File: config.mk
export PLATFORM = sky130hd
export DESIGN_NAME = snitch_acc_initiator
export DESIGN_NICKNAME = d
export VERILOG_FILES = /design/src/rtl/snitch_acc_pkg.sv /design/src/rtl/snitch_acc_scoreboard.sv /design/src/rtl/snitch_acc_initiator.sv
export SDC_FILE = /design/constraint.sdc
export NUM_CORES = 1
export LEC_CHECK = 0
export BUFFER_PORTS_ARGS = -buffer_cell sky130_fd_sc_hd__buf_2
export CELL_PAD_IN_SITES_DETAIL_PLACEMENT = 2
export CELL_PAD_IN_SITES_GLOBAL_PLACEMENT = 2
export CORE_MARGIN = 5
export CORE_UTILIZATION = 27
export DETAILED_ROUTE_END_ITERATION = 8
export HOLD_SLACK_MARGIN = 0.02
export MAX_ROUTING_LAYER = met4
export PLACE_DENSITY = 0.88
export SETUP_SLACK_MARGIN = 0.1
export SLEW_MARGIN = 30
export SYNTH_ARGS = -nofsm -noshare
export SYNTH_HDL_FRONTEND = slang
export SYNTH_SLANG_ARGS = --single-unit
File: constraint.sdc
create_clock -name clk_i -period 3.9 [get_ports clk_i]
set_input_delay 0.585 -clock clk_i [delete_from_list [all_inputs] [get_ports clk_i]]
set_output_delay 0.585 -clock clk_i [all_outputs]
set_load 0.05 [all_outputs]
File: src/rtl/snitch_acc_pkg.sv
// snitch_acc_pkg: shared accelerator request/response types and id width
`ifndef SNITCH_ACC_TYPEDEFS
`define SNITCH_ACC_TYPEDEFS
`define SNITCH_ACC_TYPEDEF_REQ(name, dw, iw) \
  typedef struct packed { \
    logic [31:0]   addr; \
    logic [iw-1:0] id; \
    logic [31:0]   data_op; \
    logic [dw-1:0] data_arga; \
    logic [dw-1:0] data_argb; \
    logic [dw-1:0] data_argc; \
  } name;
`define SNITCH_ACC_TYPEDEF_RSP(name, dw, iw) \
  typedef struct packed { \
    logic [iw-1:0] id; \
    logic          error; \
    logic [dw-1:0] data; \
  } name;
`endif

package snitch_acc_pkg;
  localparam int IdWidth = 5;
  localparam int DefaultDataWidth = 32;
  `SNITCH_ACC_TYPEDEF_REQ(acc_req_t, DefaultDataWidth, IdWidth)
  `SNITCH_ACC_TYPEDEF_RSP(acc_rsp_t, DefaultDataWidth, IdWidth)
endpackage

File: src/rtl/snitch_acc_scoreboard.sv
// snitch_acc_scoreboard: per-register busy bits with set/clear and 4-way lookup
module snitch_acc_scoreboard #(
  parameter int IdWidth = 5
) (
  input  logic                 clk_i,
  input  logic                 rst_i,
  input  logic                 set_i,
  input  logic [IdWidth-1:0]   set_id_i,
  input  logic                 clr_i,
  input  logic [IdWidth-1:0]   clr_id_i,
  output logic                 clr_hit_o,
  input  logic [4*IdWidth-1:0] look_id_i,
  output logic [3:0]           look_hit_o
);
  import snitch_acc_pkg::*;
  logic [2**IdWidth-1:0] sb;
  always_ff @(posedge clk_i) begin
    if (rst_i) sb <= '0;
    else begin
      if (clr_i) sb[clr_id_i] <= 1'b0;
      if (set_i) sb[set_id_i] <= 1'b1;
    end
  end
  assign clr_hit_o = sb[clr_id_i];
  for (genvar k = 0; k < 4; k++) begin : g_look
    assign look_hit_o[k] = sb[look_id_i[k*IdWidth +: IdWidth]];
  end
endmodule

File: src/rtl/snitch_acc_initiator.sv
// snitch_acc_initiator: core-side accelerator offload initiator with scoreboard and writeback
module snitch_acc_initiator #(
  parameter int DataWidth      = 32,
  parameter int MaxOutstanding = 4,
  parameter int IdWidth        = snitch_acc_pkg::IdWidth
) (
  input  logic                   clk_i,
  input  logic                   rst_i,
  input  logic                   off_valid_i,
  output logic                   off_ready_o,
  input  logic [31:0]            off_addr_i,
  input  logic [31:0]            off_op_i,
  input  logic [IdWidth-1:0]     off_rd_i,
  input  logic [3*IdWidth-1:0]   off_rs_i,
  input  logic [2:0]             off_rs_use_i,
  input  logic [DataWidth-1:0]   off_arga_i,
  input  logic [DataWidth-1:0]   off_argb_i,
  input  logic [DataWidth-1:0]   off_argc_i,
  output logic                   acc_qvalid_o,
  input  logic                   acc_qready_i,
  output logic [31:0]            acc_qaddr_o,
  output logic [IdWidth-1:0]     acc_qid_o,
  output logic [31:0]            acc_qdata_op_o,
  output logic [DataWidth-1:0]   acc_qdata_arga_o,
  output logic [DataWidth-1:0]   acc_qdata_argb_o,
  output logic [DataWidth-1:0]   acc_qdata_argc_o,
  input  logic                   acc_pvalid_i,
  output logic                   acc_pready_o,
  input  logic [IdWidth-1:0]     acc_pid_i,
  input  logic [DataWidth-1:0]   acc_pdata_i,
  input  logic                   acc_perror_i,
  output logic                   wb_valid_o,
  input  logic                   wb_ready_i,
  output logic [IdWidth-1:0]     wb_rd_o,
  output logic [DataWidth-1:0]   wb_data_o,
  output logic                   busy_o,
  output logic                   err_o
);
  import snitch_acc_pkg::*;
  `SNITCH_ACC_TYPEDEF_REQ(req_t, DataWidth, IdWidth)
  localparam int CntW = $clog2(MaxOutstanding + 1);
  req_t                 q;
  logic                 q_valid, wb_valid, err;
  logic [IdWidth-1:0]   wb_rd;
  logic [DataWidth-1:0] wb_data;
  logic [CntW-1:0]      cnt;
  logic [3:0]           hit;
  logic                 pid_hit, hazard, issue, p_acc, p_known, dec, underflow;
  snitch_acc_scoreboard #(.IdWidth(IdWidth)) u_sb (
    .clk_i      (clk_i),
    .rst_i      (rst_i),
    .set_i      (issue && off_rd_i != '0),
    .set_id_i   (off_rd_i),
    .clr_i      (dec),
    .clr_id_i   (acc_pid_i),
    .clr_hit_o  (pid_hit),
    .look_id_i  ({off_rd_i, off_rs_i}),
    .look_hit_o (hit)
  );
  assign hazard       = |(off_rs_use_i & hit[2:0]) || (off_rd_i != '0 && hit[3]);
  assign off_ready_o  = (!q_valid || acc_qready_i) && !hazard && cnt < CntW'(MaxOutstanding);
  assign issue        = off_valid_i && off_ready_o;
  assign acc_pready_o = !wb_valid || wb_ready_i;
  assign p_acc        = acc_pvalid_i && acc_pready_o;
  assign p_known      = acc_pid_i == '0 || pid_hit;
  assign dec          = p_acc && p_known;
  assign underflow    = dec && !issue && cnt == '0;
  always_ff @(posedge clk_i) begin
    if (rst_i) begin
      q_valid  <= 1'b0;
      q        <= '0;
      wb_valid <= 1'b0;
      wb_rd    <= '0;
      wb_data  <= '0;
      cnt      <= '0;
      err      <= 1'b0;
    end else begin
      if (issue) begin
        q_valid <= 1'b1;
        q       <= '{addr: off_addr_i, id: off_rd_i, data_op: off_op_i,
                     data_arga: off_arga_i, data_argb: off_argb_i, data_argc: off_argc_i};
      end else if (acc_qready_i) q_valid <= 1'b0;
      if (dec && acc_pid_i != '0) begin
        wb_valid <= 1'b1;
        wb_rd    <= acc_pid_i;
        wb_data  <= acc_pdata_i;
      end else if (wb_ready_i) wb_valid <= 1'b0;
      cnt <= issue && !dec ? cnt + CntW'(1) :
             dec && !issue && cnt != '0 ? cnt - CntW'(1) : cnt;
      if (underflow || (p_acc && (acc_perror_i || !p_known))) err <= 1'b1;
    end
  end
  assign acc_qvalid_o     = q_valid;
  assign acc_qaddr_o      = q.addr;
  assign acc_qid_o        = q.id;
  assign acc_qdata_op_o   = q.data_op;
  assign acc_qdata_arga_o = q.data_arga;
  assign acc_qdata_argb_o = q.data_argb;
  assign acc_qdata_argc_o = q.data_argc;
  assign wb_valid_o       = wb_valid;
  assign wb_rd_o          = wb_rd;
  assign wb_data_o        = wb_data;
  assign busy_o           = cnt != '0 || q_valid;
  assign err_o            = err;
  unmatched_rsp: assert property (@(posedge clk_i) disable iff (rst_i) !(p_acc && !p_known))
    else $warning("unmatched response id %0d dropped", acc_pid_i);
endmodule

==> results of run 1 <==
cell type report:
class	instances	share of cell area
antenna	17	0.00297
clock buffer	42	0.0612
clock inverter	10	0.00945
inverter	16	0.00420
multi-input combinational	895	0.372
sequential	240	0.336
tap	525	0.0459
timing repair buffer	452	0.168
metrics by stage:
step	area (sq um)	total power [mW]	setup WS, ns	hold slack (ns)	utilization
after floorplan	10800	3.72	0.385	0.474	-
after global placement	13200	4.18	0.285	0.439	0.334
after detailed placement	13200	4.22	0.0697	0.454	0.334
after CTS	14300	7.13	0.329	0.242	0.360
after global routing	14300	7.33	0.264	0.252	0.361
final	14300	7.05	0.330	0.271	0.361
flip-flops by register name (all words and copies together) (netlist names):
register          count
err_o                 1
cnt                   3
acc_qdata_op_o       32
wb_valid_o            1
acc_qdata_argb_o     32
wb_rd_o               5
wb_data_o            32
acc_qid_o             5
acc_qaddr_o          32
acc_qdata_argc_o     32
acc_qvalid_o          1
u_sb.sb              32
acc_qdata_arga_o     32
Yosys cell counts (2+ instances only):
cell type  instances
a2111oi_0          6
a211oi_1           4
a21oi_1          212
a22o_1             3
a22oi_1            2
a311o_1            2
and3_1             5
and3b_1            3
buf_1              4
buf_2             42
buf_4             14
clkbuf_1          82
dfxtp_1          240
inv_1             16
mux2_2             9
mux2i_1           17
mux4_2            24
nand2_1           91
nand2b_1           7
nand3_1          182
nand3b_1           8
nand4_1           11
nor2_1            19
nor2b_1            7
nor3_1            13
nor3b_1           15
nor4_1             2
o2111a_1           3
o2111ai_1          2
o211a_1            2
o211ai_1          13
o21a_1             2
o21ai_0          158
o21ai_1           33
o22ai_1           10
o32ai_1            8
or3_1              3
or3b_1             2
or3b_2             2
worst reg2reg max path, cell delays in order (launching register included):
cell	delay, ns
dfxtp_1	0.41
nor2b_1	0.19
a2111oi_0	0.44
a2111oi_0	0.17
nor4_2	0.54
nand3_4	0.16
nor2_1	0.30
nand2_1	0.12
fa_1	0.41
nor4_1	0.32
nand2_1	0.11
o211ai_1	0.17
placed cells by master, fill, tap and decap left out, types with 6 or more instances in the layout:
cell       netlist  layout
o21ai_0        158     158
a21oi_1        212     211
buf_2           42     433
mux2_2           9       9
nor2b_1          7       7
clkbuf_8         0      10
nor3b_1         15      15
nor2_1          19      19
o21ai_1         33      33
clkbuf_16        0      29
nand4_1         11      11
nand3_1        182     181
mux2i_1         17      17
inv_1           16      16
nand2_1         91      91
o211ai_1        13      13
mux4_2          24      24
buf_4           14      11
a2111oi_0        6       6
nand3b_1         8       8
nand2b_1         7       7
o22ai_1         10      10
dfxtp_1        240     240
nor3_1          13      13
buf_12           0       7
diode_2          0      17
o32ai_1          8       8
cell families after synthesis:
logic type	synth area share
DFF	0.446
and+or+nand+nor	0.176
muxes	0.0753
adders and majority gates	0.00186
AOI/OAI and AO/OA	0.236
buffers and inverters	0.0647
power by group:
group	leakage (nW)	switching, mW	internal, mW
combinational	3.39	1.14	0.375
sequential	1.95	0.0775	2.59
clock	0.500	1.12	1.74
worst max path at each step:
stage	startpoint	end	slack (ns)
6_report	u_sb.sb[13]$_SDFF_PP0_	off_ready_o	0.33
4_1_cts	u_sb.sb[13]$_SDFF_PP0_	off_ready_o	0.33
2_1_floorplan	off_rs_i[0]	cnt[2]$_SDFFE_PP0P_	0.38
3_3_place_gp	off_rs_i[10]	cnt[2]$_SDFFE_PP0P_	0.29
3_5_place_dp	off_rs_i[11]	cnt[2]$_SDFFE_PP0P_	0.07
5_1_grt	u_sb.sb[14]$_SDFF_PP0_	off_ready_o	0.26
per-layer routing:
layer / GRT usage / up-vias
met5: - / -
met4: 0.101 / 0
met3: 0.0532 / 136
met2: 0.393 / 462
met1: 0.268 / 6040
li1: - / 5395
==> results.toml, run 1 <==
[clocking]
cts_root_buf = "clkbuf_16"
clock_path_buffers = 3
cts_htree_levels = 1
insertion_delay_ns = 0.56
cts.sinks = 240
cts_resized = 0
post-cts-setup-buffer-count = 0
cts_tree = "done"
cts_buffers = 29
hold_buffers = 0
clk_pin_slew_worst_paths_ns = 0.06

[cells_and_area]
nFillCells = 4551
drive_gt1_frac = 0.329
regArea_sq_mm = 0.00480
fin_cells = 2197
multi_input_area_sq_mm = 0.00533
nets = 1862
areaGrowthSynthToFinish_pct = 32.6

[drt]
wl_per_cell_microns = 24.3
dr_wl_met2_microns = 26500
vias_per_cell = 5.48
vias = 12033
drtIter0Drc = 788
remaining_drc_errors = 0
met1_length_microns = 20800
first_pass_iters = 5
routed.top_layer = "met4"
ant_nets = 0
met3_length_microns = 3850
wl_microns = 53300

[floorplanning]
core_area_sq_mm = 0.0396
die_area_sq_mm = 0.0440
fp-row-count = 73
die_w_microns = 210
ios = 435
fp.dieH_microns = 210
start_util = 0.272

[power_and_ir_drop]
vdd_drop_max_mv = 0.334
p_leak_nw = 5.84
p_per_area_mw_per_mm2 = 493

[logic_synthesis]
synthCells = 1293
yosys.area.top_type_share = 0.446
synth.avg_cell_area_sq_um = 8.34
seq_area_frac_synth = 0.446
yosysUniqueCellTypes = 54
synth.cell_area_sq_mm = 0.0108
yosys-top-cells-area = "dfxtp_1, a21oi_1, nand3_1"
synth_top_area_cell = "dfxtp_1"
synth_seq_cells = 240
async_flop_share = 0
synth_edf_count = 0
yosys_warnings = 0
synth_ff_type = "dfxtp_1"
syn_nets = 1521

[setup_path]
r2r_setup_slack_ns = 0.47
worstPathRequired_ns = 3.31
endpoint_kind = "primary output"
path_cells = "mux4_2, mux2_2, or3_1, nand4_1, o21a_4, and3_1, buf_2"
r2r.worst_path.cells = 11
reg2reg_from = "u_sb.sb[8]$_SDFF_PP0_"
crit_buf_inv = 1
cp_top_family = "multiplexers"
crit_type = "flop to primary output"
worst-path-stages = 7
critPathSlowestCell = "mux4_2"
cp_max_fo = 6
slowest_delay_ns = 0.53
arrival_ns = 2.99
reg2reg_to = "cnt[2]$_SDFFE_PP0P_"
worstSetupStartpointType = "flop"

[flow_run]
cap_violations = 0

[global_route]
grt_pass1_wl_microns = 79400
grt_pass1_vias = 13092
grtUsageTotal = 0.234
grt_antenna_before_repair = 16
gr-total-overflow = 0
grt_max_degree = 169

[sta]
finalCritPeriodShare = 0.915
slew_violations = 0
tightest_slew_ns = 0.995
worst_slew_margin_rel = 0.337
fmax_mhz = 280
fin_skew_ns = 0.0116
tns_ns = 0
rsz0062_at_grt = "false"
hold_viol_final = 0
setup_viol = 0
post-route-min-period_ns = 3.57

[worst_hold_path]
hold_start = "off_op_i[21]"
holdPathStages = 3
hp-class = "primary input to flop"
whs_endpoint = "acc_qdata_op_o[21]$_SDFFE_PP0P_"

[placement]
place.port_buffers = 434
gp_congestion = 0.934
place_inst = 2128
place_hpwl_microns = 35700

[outcome]
status = "complete, no violations"
No activity file was read; power rests on OpenSTA's default activity.
==> run 2, diff against run 1 <==
- CORE_UTILIZATION: 27 -> 26
- SYNTH_HIERARCHICAL: default -> 1
==> run 2 against run 1 <==
  * Flip-flop and latch count unchanged
  * Critical path depth up 2
  * Critical endpoint unchanged
  * Hold slack worse by 0.029 ns
  * Power down 3.5%
  * Largest power group is now sequential cells
  * Highest routed layer unchanged
  * Count of clock-buffer cells in the layout up 2
  * First-iteration DRC count down 37%
  * Worst setup slack worse by 0.13 ns
  * Final area down 4.7%
==> results.toml, run 2 <==
[setup_path]
cp_max_fo = 6
slowest_delay_ns = 0.58
crit_buf_inv = 2
endpoint_kind = "primary output"
cp_top_family = "compound AO/OA/AOI/OAI gates"
worstPathRequired_ns = 3.31
arrival_ns = 3.11
path_cells = "mux2i_1, a22oi_1, nand4b_1, a21oi_1, a311o_1, a222oi_1, buf_4, and4b_1, clkbuf_4"
critPathSlowestCell = "a222oi_1"
worstSetupStartpointType = "flop"
crit_type = "flop to primary output"

[placement]
dp_slack_ns = 0.00863
place.port_buffers = 434
gp_congestion = 0.854
placed_area_sq_mm = 0.0127
place_hpwl_microns = 34400

[cells_and_area]
regArea_sq_mm = 0.00480
nFillCells = 4431
design_area_sq_mm = 0.0136
areaGrowthSynthToFinish_pct = 34.3
multi_input_area_sq_mm = 0.00487
final_cell_mix = "nand2_1, buf_2, a21oi_1"
layout_commonest_cell = "nand2_1"
postLayoutCoreUtil = 0.353
drive_gt1_frac = 0.296
nets = 1895

[floorplanning]
start_util = 0.263
fp.dieH_microns = 208
ios = 435
die_w_microns = 208
fp-row-count = 72
die_area_sq_mm = 0.0431
core_area_sq_mm = 0.0386

[worst_hold_path]
hp-class = "primary input to flop"

[logic_synthesis]
syn_nets = 1501
synth_top_area_cell = "dfxtp_1"
seq_area_frac_synth = 0.473
synth_seq_cells = 240
synth.avg_cell_area_sq_um = 7.97
synth_edf_count = 0
synth_ff_type = "dfxtp_1"
yosys.area.top_type_share = 0.473
yosysUniqueCellTypes = 47
yosys_warnings = 6
yosys-top-cells-area = "dfxtp_1, nand2_1, a21oi_1"
async_flop_share = 0
synth.cell_area_sq_mm = 0.0101
synthCells = 1273
synth_commonest_cells = "nand2_1, a21oi_1, dfxtp_1, mux2i_1, clkbuf_1"
yosysMostFrequentCell = "nand2_1"

[sta]
tns_ns = 0
hold_viol_final = 0
post-route-min-period_ns = 3.70
worst_slew_margin_rel = 0.384
finalCritPeriodShare = 0.948
fin_skew_ns = 0.0262
finalWorstSetupSlack_ns = 0.203
rsz0062_at_grt = "false"
setup_viol = 0
fmax_mhz = 270
tightest_slew_ns = 0.924
slew_violations = 0

[global_route]
grt_max_degree = 103
grt_pass1_vias = 12254
grtUsageTotal = 0.218
grt_antenna_before_repair = 14
gr-total-overflow = 0
grt_pass1_wl_microns = 72700

[clocking]
cts_buffers = 29
clk_pin_slew_worst_paths_ns = 0.07
clock_path_buffers = 3
hold_buffers = 0
cts_tree = "done"
cts_htree_levels = 1
insertion_delay_ns = 0.58
cts_root_buf = "clkbuf_16"
cts.sinks = 240

[power_and_ir_drop]
p_leak_nw = 5.98
p_total_mw = 6.80
vdd_drop_max_mv = 0.316
p_per_area_mw_per_mm2 = 499

[drt]
vias_per_cell = 4.93
vias = 10931
first_pass_iters = 4
wl_microns = 48600
ant_nets = 0
remaining_drc_errors = 0
wl_per_cell_microns = 21.9
drtIter0Drc = 496

[flow_run]
cap_violations = 0

[outcome]
status = "complete, no violations"
==> run 2: per-layer routing <==
layer,GRT usage,up-vias,part of all wire
met2,0.396,369,0.52
met1,0.224,5356,0.37
li1,-,5097,-
met3,0.0654,109,0.070
met4,0.0766,0,0.039
met5,-,-,0
==> run 2: stage by stage <==
| step | hold slack (ns) | cells |
|---|---|---|
| after global routing | 0.227 | 2219 |
| after detailed placement | 0.446 | 2154 |
| after CTS | 0.213 | 2205 |
| after global placement | 0.439 | 2154 |
| final | 0.242 | 2219 |
| after floorplan | 0.492 | 1273 |
==> run 2: cell families (layout without fill, tap and decap cells) <==
| logic type | after synthesis | in the layout | synth area share |
|---|---|---|---|
| AO/OA/AOI/OAI | 317 | 317 | 0.168 |
| buffers and inverters | 92 | 506 | 0.0475 |
| XOR/XNOR | 1 | 1 | 0.000863 |
| adder cells (fa/ha/maj) | 1 | 1 | 0.00197 |
| AND/OR/NAND/NOR | 548 | 548 | 0.223 |
| multiplexers | 74 | 74 | 0.0852 |
| flip-flops | 240 | 240 | 0.473 |
| other | 0 | 14 | 0 |
==> run 2: worst paths after layout <==
check | start | end | slack, ns | depth (start not counted)
max reg2reg | u_sb/sb[19]$_SDFF_PP0_ | cnt[2]$_SDFFE_PP0P_ | 0.57 | 12
min reg2reg | acc_qdata_op_o[31]$_SDFFE_PP0P_ | acc_qdata_op_o[31]$_SDFFE_PP0P_ | 0.45 | 2
max | u_sb/sb[19]$_SDFF_PP0_ | off_ready_o | 0.20 | 9
min | off_arga_i[2] | acc_qdata_arga_o[2]$_SDFFE_PP0P_ | 0.24 | 3
==> run 2: layout make-up <==
type | count | share of cell area
timing repair buffer | 449 | 0.171
sequential | 240 | 0.352
tap | 518 | 0.0475
antenna | 14 | 0.00257
clock inverter | 7 | 0.00597
inverter | 6 | 0.00165
clock buffer | 44 | 0.0610
multi-input combinational | 941 | 0.358
==> run 2: worst register-to-register path, cell delays in order, from the launching register on <==
cell and delay (ns):
dfxtp_1 0.40, mux2i_1 0.23, a22oi_1 0.13, nand4b_1 0.13, a21oi_1 0.05, a311o_1 0.34
a222oi_1 0.58, buf_4 0.23, and4_4 0.27, nand2_1 0.08, fa_1 0.42, o21ai_0 0.21
a31oi_1 0.11
==> run 2: power breakdown <==
| group | internal (mW) | leakage (nW) | total [mW] | switching, mW |
|---|---|---|---|---|
| Sequential | 2.60 | 1.95 | 2.69 | 0.0904 |
| Combinational | 0.369 | 3.58 | 1.47 | 1.10 |
| Clock | 1.54 | 0.446 | 2.64 | 1.10 |
==> run 2: repair_timing <==
action,4_1_cts,5_1_grt
resized for setup,0,2
buffers inserted,0,0
endpoints found under the hold margin,0,0
setup endpoints to repair,0,1
==> run 3, diff against run 2 <==
- RECOVER_POWER: default -> 25
==> run 3 against run 2 <==
  * Sequential power about the same
  * Via count down 0.27%
  * Critical path depth unchanged
  * Flip-flop and latch count unchanged
  * Worst setup slack better by 0.011 ns
  * Maximum frequency up 0.30%
  * Routed wire length down 0.11%
  * Critical path type unchanged
  * Largest cell class unchanged
==> results.toml, run 3 (synthesis results as in run 2) <==
[clocking]
cts_resized = 0
post-cts-setup-buffer-count = 0
cts_buffers = 29
clk_pin_slew_worst_paths_ns = 0.07
cts.sinks = 240
hold_buffers = 0
cts_root_buf = "clkbuf_16"
insertion_delay_ns = 0.58
cts_htree_levels = 1
clock_path_buffers = 3
cts_tree = "done"

[sta]
tns_ns = 0
slew_violations = 0
fin_skew_ns = 0.0255
holdWs_ns = 0.243
rsz0062_at_grt = "false"
hold_viol_final = 0
fmax_mhz = 271
setup_viol = 0
post-route-min-period_ns = 3.69
finalCritPeriodShare = 0.945
worst_slew_margin_rel = 0.380
finalWorstSetupSlack_ns = 0.214
tightest_slew_ns = 0.930

[cells_and_area]
drive_gt1_frac = 0.230
nets = 1895
layout_commonest_cell = "nand2_1"
final_cell_mix = "nand2_1, buf_2, a21oi_1"
design_area_sq_mm = 0.0135
nFillCells = 4484
areaGrowthSynthToFinish_pct = 33.0

[outcome]
status = "complete, no violations"

[drt]
ant_nets = 0
vias = 10901
drtIter0Drc = 524
vias_per_cell = 4.91
first_pass_iters = 5
wl_microns = 48500
remaining_drc_errors = 0
wl_per_cell_microns = 21.9

[power_and_ir_drop]
vdd_drop_max_mv = 0.315
p_per_area_mw_per_mm2 = 503
p_leak_nw = 5.50

[global_route]
grt_antenna_before_repair = 14
grt_max_degree = 103
gr-total-overflow = 0
grt_pass1_wl_microns = 72700
grtUsageTotal = 0.218
grt_pass1_vias = 12254

[placement]
place.port_buffers = 434
place_hpwl_microns = 34400
placed_area_sq_mm = 0.0127
dp_slack_ns = 0.00863
gp_congestion = 0.854

[floorplanning]
fp-row-count = 72
die_area_sq_mm = 0.0431
fp.dieH_microns = 208
core_area_sq_mm = 0.0386
die_w_microns = 208
start_util = 0.263
ios = 435

[setup_path]
worstPathRequired_ns = 3.31
cp_max_fo = 6
worstSetupStartpointType = "flop"
endpoint_kind = "primary output"
crit_type = "flop to primary output"
arrival_ns = 3.10

[flow_run]
cap_violations = 0

[worst_hold_path]
hp-class = "primary input to flop"
[run 3: cell count changes in the layout (fill, tap and decap cells not counted)]
cell and change:
buf_2 -112, clkbuf_1 +112, diode_2 +1
[run 3: final timing paths]
check | from | end | slack (ns) | depth (start not counted)
max | u_sb/sb[19]$_SDFF_PP0_ | off_ready_o | 0.21 | 9
min | off_arga_i[2] | acc_qdata_arga_o[2]$_SDFFE_PP0P_ | 0.24 | 3
max reg2reg | u_sb/sb[19]$_SDFF_PP0_ | cnt[2]$_SDFFE_PP0P_ | 0.58 | 12
min reg2reg | acc_qaddr_o[21]$_SDFFE_PP0P_ | acc_qaddr_o[21]$_SDFFE_PP0P_ | 0.45 | 2
[run 3: worst max-delay path: stages (launching register included)]
cell and delay, ns:
dfxtp_1 0.40, mux2i_1 0.23, a22oi_1 0.12, nand4b_1 0.13
a21oi_1 0.05, a311o_1 0.34, a222oi_1 0.57, buf_4 0.23
and4b_1 0.20, clkbuf_4 0.26
[run 3: per-layer routing]
metal | wire, microns | vias up | track usage
met3 | 3300 | 114 | 0.0654
li1 | - | 5095 | -
met1 | 17800 | 5338 | 0.224
met4 | 1950 | 0 | 0.0766
met5 | 0 | - | -
met2 | 25400 | 354 | 0.396
[run 3: final cells by class]
type	count	area, sq um	area share
clock buffer	44	832	0.0617
timing repair buffer	449	2190	0.163
clock inverter	7	81.3	0.00603
multi-input combinational	941	4870	0.361
inverter	6	22.5	0.00167
tap	518	648	0.0480
sequential	240	4800	0.356
antenna	15	37.5	0.00278
[run 3: per-stage QoR]
step	util	power, mW	std cells
after floorplan	-	3.73	1273
after global placement	0.328	4.15	2154
after detailed placement	0.328	4.20	2154
after CTS	0.352	6.89	2205
after global routing	0.349	7.07	2219
final	0.349	6.78	2220
[run 3: where the power goes]
part | total (mW) | internal [mW] | switching (mW)
Sequential | 2.70 | 2.60 | 0.0920
Clock | 2.64 | 1.54 | 1.10
Combinational | 1.45 | 0.349 | 1.10
